===== config.mk =====
export PLATFORM = sky130hd
export DESIGN_NAME = rvx10_mc_controller
export DESIGN_NICKNAME = d
export VERILOG_FILES = /design/src/rtl/rvx10_mc_controller.sv
export SDC_FILE = /design/constraint.sdc
export NUM_CORES = 1
export LEC_CHECK = 0
export BUFFER_PORTS_ARGS = -buffer_cell sky130_fd_sc_hd__buf_2
export CAP_MARGIN = 20
export CELL_PAD_IN_SITES_DETAIL_PLACEMENT = 1
export CELL_PAD_IN_SITES_GLOBAL_PLACEMENT = 1
export CORE_UTILIZATION = 41
export DETAILED_ROUTE_END_ITERATION = 10
export MAX_ROUTING_LAYER = met4
export PLACE_DENSITY = 0.95
export SYNTH_ARGS = -nofsm -noshare
export SYNTH_HDL_FRONTEND = slang
export SYNTH_SLANG_ARGS = --single-unit

===== constraint.sdc =====
create_clock -name clk -period 7.5 [get_ports clk]
set_clock_uncertainty 0.1 [all_clocks]
set_input_delay 1.125 -clock clk [delete_from_list [all_inputs] [get_ports clk]]
set_output_delay 1.125 -clock clk [all_outputs]
set_load 0.05 [all_outputs]

===== src/rtl/rvx10_mc_controller.sv =====
// Multicycle control FSM for the RVX10 core (RV32I subset + custom 0001011 ops).
// Latency: 3-5 states per instruction plus memory wait cycles; outputs are Moore of state.
// Backpressure: FETCH, MEMREAD and MEMWRITE hold until mem_ready; HALT holds until reset.
module rvx10_mc_controller #(
  parameter int CNT_W = 32
) (
  input  logic             clk,
  input  logic             reset,
  input  logic [6:0]       op,
  input  logic [2:0]       funct3,
  input  logic [6:0]       funct7,
  input  logic             Zero,
  input  logic             mem_ready,
  output logic             PCWrite,
  output logic             AdrSrc,
  output logic             MemWrite,
  output logic             IRWrite,
  output logic [1:0]       ResultSrc,
  output logic [1:0]       ALUSrcA,
  output logic [1:0]       ALUSrcB,
  output logic [1:0]       ImmSrc,
  output logic [3:0]       ALUControl,
  output logic             RegWrite,
  output logic             halted,
  output logic             instr_retired,
  output logic [CNT_W-1:0] instret
);

  localparam logic [6:0] OP_LW  = 7'b0000011;
  localparam logic [6:0] OP_SW  = 7'b0100011;
  localparam logic [6:0] OP_R   = 7'b0110011;
  localparam logic [6:0] OP_I   = 7'b0010011;
  localparam logic [6:0] OP_BEQ = 7'b1100011;
  localparam logic [6:0] OP_JAL = 7'b1101111;
  localparam logic [6:0] OP_X   = 7'b0001011;

  typedef enum logic [3:0] {
    S_FETCH, S_DECODE, S_MEMADR, S_MEMREAD, S_MEMWB, S_MEMWRITE,
    S_EXECR, S_EXECI, S_EXECX, S_ALUWB, S_JAL, S_BEQ, S_HALT
  } state_t;

  state_t           state_q, state_d;
  logic             halted_q, halted_d;
  logic [CNT_W-1:0] instret_q, instret_d;
  logic [1:0]       alu_op;
  logic             retire;
  logic             x_legal;

  // Custom-opcode legality: only the listed {funct7,funct3} pairs exist.
  always_comb begin
    x_legal = 1'b0;
    case ({funct7, funct3})
      10'b0000000_000, 10'b0000000_001, 10'b0000000_010,
      10'b0000001_000, 10'b0000001_001, 10'b0000001_010, 10'b0000001_011,
      10'b0000010_000, 10'b0000010_001,
      10'b0000011_000: x_legal = 1'b1;
      default:         x_legal = 1'b0;
    endcase
  end

  // Next-state and per-state datapath controls; write strobes are killed while reset is high.
  always_comb begin
    state_d   = state_q;
    PCWrite   = 1'b0;
    AdrSrc    = 1'b0;
    MemWrite  = 1'b0;
    IRWrite   = 1'b0;
    RegWrite  = 1'b0;
    ResultSrc = 2'b00;
    ALUSrcA   = 2'b00;
    ALUSrcB   = 2'b00;
    alu_op    = 2'b00;
    retire    = 1'b0;
    case (state_q)
      S_FETCH: begin
        ResultSrc = 2'b10;
        ALUSrcB   = 2'b10;
        if (mem_ready) begin
          IRWrite = 1'b1;
          PCWrite = 1'b1;
          state_d = S_DECODE;
        end
      end
      S_DECODE: begin
        // Branch/jump target OldPC+imm is parked in ALUOut here.
        ALUSrcA = 2'b01;
        ALUSrcB = 2'b01;
        case (op)
          OP_LW, OP_SW: state_d = S_MEMADR;
          OP_R:         state_d = S_EXECR;
          OP_I:         state_d = S_EXECI;
          OP_BEQ:       state_d = S_BEQ;
          OP_JAL:       state_d = S_JAL;
          OP_X:         state_d = x_legal ? S_EXECX : S_HALT;
          default:      state_d = S_HALT;
        endcase
      end
      S_MEMADR: begin
        ALUSrcA = 2'b10;
        ALUSrcB = 2'b01;
        state_d = (op == OP_SW) ? S_MEMWRITE : S_MEMREAD;
      end
      S_MEMREAD: begin
        AdrSrc = 1'b1;
        if (mem_ready) state_d = S_MEMWB;
      end
      S_MEMWB: begin
        ResultSrc = 2'b01;
        RegWrite  = 1'b1;
        retire    = 1'b1;
        state_d   = S_FETCH;
      end
      S_MEMWRITE: begin
        AdrSrc = 1'b1;
        if (mem_ready) begin
          MemWrite = 1'b1;
          retire   = 1'b1;
          state_d  = S_FETCH;
        end
      end
      S_EXECR: begin
        ALUSrcA = 2'b10;
        alu_op  = 2'b10;
        state_d = S_ALUWB;
      end
      S_EXECI: begin
        ALUSrcA = 2'b10;
        ALUSrcB = 2'b01;
        alu_op  = 2'b10;
        state_d = S_ALUWB;
      end
      S_EXECX: begin
        ALUSrcA = 2'b10;
        alu_op  = 2'b11;
        state_d = S_ALUWB;
      end
      S_ALUWB: begin
        RegWrite = 1'b1;
        retire   = 1'b1;
        state_d  = S_FETCH;
      end
      S_JAL: begin
        // PC takes the target from ALUOut while the ALU forms OldPC+4 for rd.
        ALUSrcA = 2'b01;
        ALUSrcB = 2'b10;
        PCWrite = 1'b1;
        state_d = S_ALUWB;
      end
      S_BEQ: begin
        ALUSrcA = 2'b10;
        alu_op  = 2'b01;
        PCWrite = Zero;
        retire  = 1'b1;
        state_d = S_FETCH;
      end
      S_HALT:  state_d = S_HALT;
      default: state_d = S_FETCH;
    endcase
    if (reset) begin
      PCWrite  = 1'b0;
      MemWrite = 1'b0;
      IRWrite  = 1'b0;
      RegWrite = 1'b0;
      retire   = 1'b0;
    end
    instr_retired = retire;
    halted_d      = halted_q | (state_d == S_HALT);
    instret_d     = instret_q + {{(CNT_W-1){1'b0}}, retire};
  end

  // ALU operation from ALUOp and the instruction function fields.
  always_comb begin
    ALUControl = 4'b0000;
    case (alu_op)
      2'b00: ALUControl = 4'b0000;
      2'b01: ALUControl = 4'b0001;
      2'b10: begin
        case (funct3)
          3'b000:  ALUControl = (funct7[5] & op[5]) ? 4'b0001 : 4'b0000;
          3'b010:  ALUControl = 4'b0101;
          3'b110:  ALUControl = 4'b0011;
          3'b111:  ALUControl = 4'b0010;
          default: ALUControl = 4'b0000;
        endcase
      end
      default: begin
        case ({funct7, funct3})
          10'b0000000_000: ALUControl = 4'b1000;
          10'b0000000_001: ALUControl = 4'b1001;
          10'b0000000_010: ALUControl = 4'b1010;
          10'b0000001_000: ALUControl = 4'b1011;
          10'b0000001_001: ALUControl = 4'b1100;
          10'b0000001_010: ALUControl = 4'b1101;
          10'b0000001_011: ALUControl = 4'b1110;
          10'b0000010_000: ALUControl = 4'b1111;
          10'b0000010_001: ALUControl = 4'b0110;
          10'b0000011_000: ALUControl = 4'b0111;
          default:         ALUControl = 4'b0000;
        endcase
      end
    endcase
  end

  // Immediate format follows the opcode in every state.
  always_comb begin
    case (op)
      OP_SW:   ImmSrc = 2'b01;
      OP_BEQ:  ImmSrc = 2'b10;
      OP_JAL:  ImmSrc = 2'b11;
      default: ImmSrc = 2'b00;
    endcase
  end

  // State, sticky halt and retired-instruction counter.
  always_ff @(posedge clk or posedge reset) begin
    if (reset) begin
      state_q   <= S_FETCH;
      halted_q  <= 1'b0;
      instret_q <= '0;
    end else begin
      state_q   <= state_d;
      halted_q  <= halted_d;
      instret_q <= instret_d;
    end
  end

  assign halted  = halted_q;
  assign instret = instret_q;

endmodule


==> After elaboration in Yosys (flattened, before gate mapping) <==
Memory sizes are Yosys's and may differ from the RTL's.
Cells that the tools add are included.
W data, S select, Z words.
{ "op_classes": {"addsub": 1, "n_eq_ne": 25, "muxes": 29, "n_bitwise": 2, "n_reduce_logical": 14} }
{ "op_table": {"columns": ["cell", "n"], "rows": [
  ["$add A32 B1 Y32", 1],
  ["$pmux W4 S7", 1],
  ["$eq A4 B4 Y1 const B", 6],
  ["$pmux W4 S6", 1],
  ["$eq A4 B3 Y1 const B", 4],
  ["$mux W4", 4],
  ["$eq A7 B6 Y1 const B", 2],
  ["$eq A7 B7 Y1 const B", 2],
  ["$mux W1", 12],
  ["$pmux W2 S2", 3],
  ["$pmux W2 S3", 2],
  ["$pmux W3 S4", 1],
  ["$pmux W4 S3", 1],
  ["$reduce_or A2 Y1", 6],
  ["$eq A4 B2 Y1 const B", 2],
  ["$eq A7 B2 Y1 const B", 1],
  ["$eq A7 B4 Y1 const B", 1],
  ["$eq A7 B5 Y1 const B", 1],
  ["$eq A3 B3 Y1 const B", 2],
  ["$mux W3", 2],
  ["$reduce_or A3 Y1", 2],
  ["$logic_not A5 Y1", 1],
  ["$reduce_or A5 Y1", 1],
  ["$eq A4 B1 Y1 const B", 1],
  ["11 further kinds", 11]
]} }
{ "totals": {"ff_bits": 37, "romBits": 160, "input_bits": 21, "out_inout_bits": 51, "word_cells": 76, "memories": 2} }
{ "memory_table": {"columns": ["memory", "words", "width", "read_ports", "rd_clocked_by_memory_dff", "write_ports", "line_no", "text"], "rows": [
  ["(name not given)", 32, 4, 1, 0, 0, "187", "case ({funct7, funct3})"],
  ["(name not given)", 32, 1, 1, 0, 0, "52", "case ({funct7, funct3})"]
]} }

==> Longest topological paths before layout <==
{ "logic_depth": {"depth_word": 7, "mapped_depth": 11, "depth_no_buf": 10} }

==> Worst setup path before layout <==
Ideal clock, no wire load.
{ "synth_timing": {"path_type": "input to output", "from": "input port funct7[2]", "to": "output port ALUControl[3]", "arrival_ns": 2.939, "slack_ns": 3.336, "cell_stages": 4, "n_path_buf": 0, "cell_sequence": "or4_4 > nor2_4 > nand3_1 > nor3_1"} }
{ "synth_via": {"elab_chain_cells": 3} }
{ "synth_rtl": {"columns": ["element", "line_no", "text"], "rows": [
  ["start: declaration", "11", "input logic [6:0] funct7,"],
  ["$logic_not A5 Y1", "187", null],
  ["$mux W4", "187", null],
  ["$pmux W4 S3", "174", "case (alu_op)"],
  ["end: declaration", "22", "output logic [3:0] ALUControl,"]
]} }
No other way between the ends.

==> Worst setup path in the final report <==
{ "layout_timing": {"from": "input port funct3[1]", "to": "output port ALUControl[2]"} }
{ "layout_via": {"elab_chain_cells": 3} }
{ "layout_rtl": {"columns": ["element", "line_no", "text"], "rows": [
  ["start: declaration", "10", "input logic [2:0] funct3,"],
  ["$mem_v2 Z32 W4 (tied with other cells)", null, null],
  ["$mux W4 or $pmux W3 S4 (tied branches)", "187, 178", null],
  ["$pmux W4 S3 *", "174", null]
]} }
Every way passes the cells marked *; elsewhere a longest branch is shown, timed or not.

==> flow_metrics.py <==
metrics = {
    "placed_design": {
        "post_dp_cell_area_mm2": 0.00276,
        "gp_congestion": 0.841,
        "portBuffers": 71,
        "dp.cells": 388,
        "dp_hpwl_mm": 4.88,
    },
    "grt": {
        "antenna_found_initial": 0,
        "grt_pass1_wl_mm": 11.0,
        "gr-total-overflow": 0,
        "grt_pass1_vias": 2215,
        "grt_start_max_net_pins": 39,
        "grtUsageTotal_pct": 23.7,
    },
    "clocking": {
        "clkLatencyLatePin_ps": 290,
        "ctsResizeCount": 0,
        "cts_root_buffer": "clkbuf_8",
        "cts_tree": "yes",
        "htreeDepth": 2,
        "postCtsHoldBufs": 0,
        "clk_pin_slew_ps": 70,
        "cts_sinks": 37,
        "cts_buffers": 5,
        "clock_path_buffers": 2,
        "cts_setup_buffers": 0,
    },
    "power": {
        "seqPwrFrac_pct": 38.6,
        "swShare_pct": 47.8,
        "p_per_area_mw_per_mm2": 257,
        "combPwrFrac_pct": 42.9,
        "vdd_drop_max_uv": 176,
        "p_clk_share_pct": 18.4,
        "power_mw": 0.728,
        "internal-power_mw": 0.380,
        "leakagePower_nw": 1.40,
        "switching_power_mw": 0.348,
    },
    "synth": {
        "async_reset_ff_share_pct": 100,
        "ys_seq_area_share_pct": 39.6,
        "ys_ff_latch": 37,
        "synth_edf_count": 0,
        "synthCells": 254,
        "yosys_warnings": 0,
        "syn_nets": 282,
        "syn_area_per_cell_um2": 9.21,
        "synth_area_mm2": 0.00234,
        "synth_cell_type_count": 53,
        "ys.flop_type": "dfrtp_1",
    },
    "worst_setup_path": {
        "cp-startpoint": "funct3[1]",
        "endpoint_kind": "output port",
        "cp.arrival_ps": 2600,
        "slowest_delay_ps": 280,
        "r2r_start": "state_q[3]$_DFF_PP0_",
        "required_ps": 6270,
        "cp_common_cell": "buf_2",
        "cp-start-kind": "input port",
        "worstSetupPathType": "in -> out",
        "slowest_stage": "buf_2",
        "crit_chain": "buf_2 -> inv_1 -> ha_1 -> nor2b_1 -> o31ai_4 -> nand4_1 -> o22ai_1 -> buf_2",
        "cp_max_fo": 5,
    },
    "final_layout": {
        "nFillCells": 678,
        "stdcell_area_mm2": 0.00284,
        "finish.net_count": 351,
        "finalNonFillerCells": 396,
        "drive_above_1_share_pct": 27.8,
        "area_growth_pct": 21.3,
        "seq_area_um2": 926,
        "postLayoutCoreUtil_pct": 51.5,
        "multi_input_area_mm2": 0.00134,
        "antennaDiodeCount": 0,
    },
    "sta": {
        "fin_crit_sh_pct": 50.9,
        "timing_hold_violations_final": 0,
        "fmax_ghz": 0.262,
        "setup_viol_count_final": 0,
        "worstMarginPinSlew_ps": 768,
        "slew_violations": 0,
        "fin_setup_tns_ps": 0,
        "relSlewSlack_pct": 48.8,
        "rsz0062_at_grt": "false",
        "min_period_ps": 3820,
    },
    "floorplanning": {
        "die-area_mm2": 0.00601,
        "die_w_um": 77.5,
        "fp.dieH_um": 77.5,
        "std_cell_rows": 27,
        "initial_utilization_pct": 42.5,
        "io_pins": 72,
        "fp.coreArea_mm2": 0.00551,
    },
    "detailed_routing": {
        "vias": 2190,
        "routedWlPerCell_um": 16.2,
        "via_per_inst": 5.53,
        "drt_wl_total_mm": 6.42,
        "postRouteAntennaNets": 0,
        "drt_iter0_drc": 68,
        "drc": 0,
        "drt_pass1_iterations": 4,
    },
    "min_path": {
        "hp-class": "reg -> reg",
        "hp-start": "instret[31]$_DFF_PP0_",
    },
    "status": {
        "status": "finished clean",
    },
    "run": {
        "cap_violations": 0,
    },
}
-- cells by family after synthesis --
group           share of synthesized area, %
buf+inv                                 3.21
flops                                   39.6
compound gates                          12.1
fa+ha+maj                               3.74
xor+xnor                                12.4
simple gates                            28.5
mux                                    0.481
-- cells in the mapped netlist (2+ instances only) --
cell,count,share of area [%]
a21oi_1,12,2.6
a221o_1,2,0.86
and3_1,7,1.9
and3b_1,3,1.1
and4_1,5,1.9
buf_1,2,0.32
clkbuf_1,8,1.3
dfrtp_1,37,40
ha_1,7,3.7
inv_1,10,1.6
nand2_1,18,2.9
nand2b_1,5,1.3
nand3_1,14,3.0
nand4_1,11,2.9
nor2_1,21,3.4
nor2b_1,6,1.6
nor3_1,8,1.7
nor4_1,3,0.80
o211ai_1,2,0.64
o21ai_0,5,1.1
o32ai_1,2,0.75
or2_2,3,0.80
or3_1,2,0.53
xnor2_1,26,9.7
xor2_1,7,2.6
-- flip-flops by register name, indices dropped and copies added, names as in the netlist --
name	cells
halted	1
state_q	4
instret	32
-- cell type report --
class / count / share of cell area (%)
tap: 72 / 3.17
clock buffer: 6 / 2.56
sequential: 37 / 32.6
multi-input combinational: 197 / 47.2
timing repair buffer: 72 / 12.8
clock inverter: 2 / 0.353
inverter: 10 / 1.32
-- layout by cell type, fill, tap and decap left out, drive strengths merged, types with 2 or more instances in the layout --
master   n
nand2   18
inv     10
nor2    22
clkinv   2
nand3   14
clkbuf   6
o211ai   2
xnor2   26
and4     5
nand2b   5
ha       7
and3     7
nand4   11
and3b    3
or2      4
a221o    2
dfrtp   37
nor4b    2
nor4     3
buf     72
o32ai    2
nor2b    6
xor2     7
a21oi   12
or3      2
nor3     9
nor3b    2
o21ai    5
-- power groups by stage --
| stage | sequential [mW] | combinational [mW] | clock (mW) |
|---|---|---|---|
| after floorplan | 0.301 | 0.215 | 0 |
| after global placement | 0.282 | 0.305 | 0 |
| after detailed placement | 0.284 | 0.312 | 0 |
| after CTS | 0.280 | 0.314 | 0.137 |
| after global routing | 0.288 | 0.334 | 0.145 |
| final | 0.281 | 0.312 | 0.134 |
-- worst max-delay path: cells and delay by family --
family                   cells  cell delay (ps)
buffers and inverters        3              530
AO/OA/AOI/OAI                2              430
AND/OR/NAND/NOR              2              260
adder cells (fa/ha/maj)      1              240
-- per-stage QoR --
| stage | hold slack [ps] | setup slack (ps) |
|---|---|---|
| 2_1_floorplan | 562 | 3340 |
| 3_3_place_gp | 351 | 3800 |
| 3_5_place_dp | 370 | 3700 |
| 4_1_cts | 380 | 3690 |
| 5_1_grt | 406 | 3520 |
| 6_report | 371 | 3680 |
-- routing by layer --
layer / GRT usage [%] / routed length, um / vias to the layer above
li1: - / - / 1041
met1: 28.0 / 2760 / 1079
met2: 40.4 / 3310 / 55
met3: 3.53 / 170 / 15
met4: 9.43 / 176 / 0
met5: - / 0 / -
-- worst paths after layout --
check / slack [ps] / end / depth (start not counted)
max: 3680 / ALUControl[2] / 8
max in group asynchronous: 6060 / instret[25]$_DFF_PP0_ / 3
min reg2reg: 370 / instret[31]$_DFF_PP0_ / 1
min in group asynchronous: 900 / instret[13]$_DFF_PP0_ / 3
min: 370 / instret[31]$_DFF_PP0_ / 1
max reg2reg: 4320 / instret[30]$_DFF_PP0_ / 9
No activity file was read; power rests on OpenSTA's default activity.
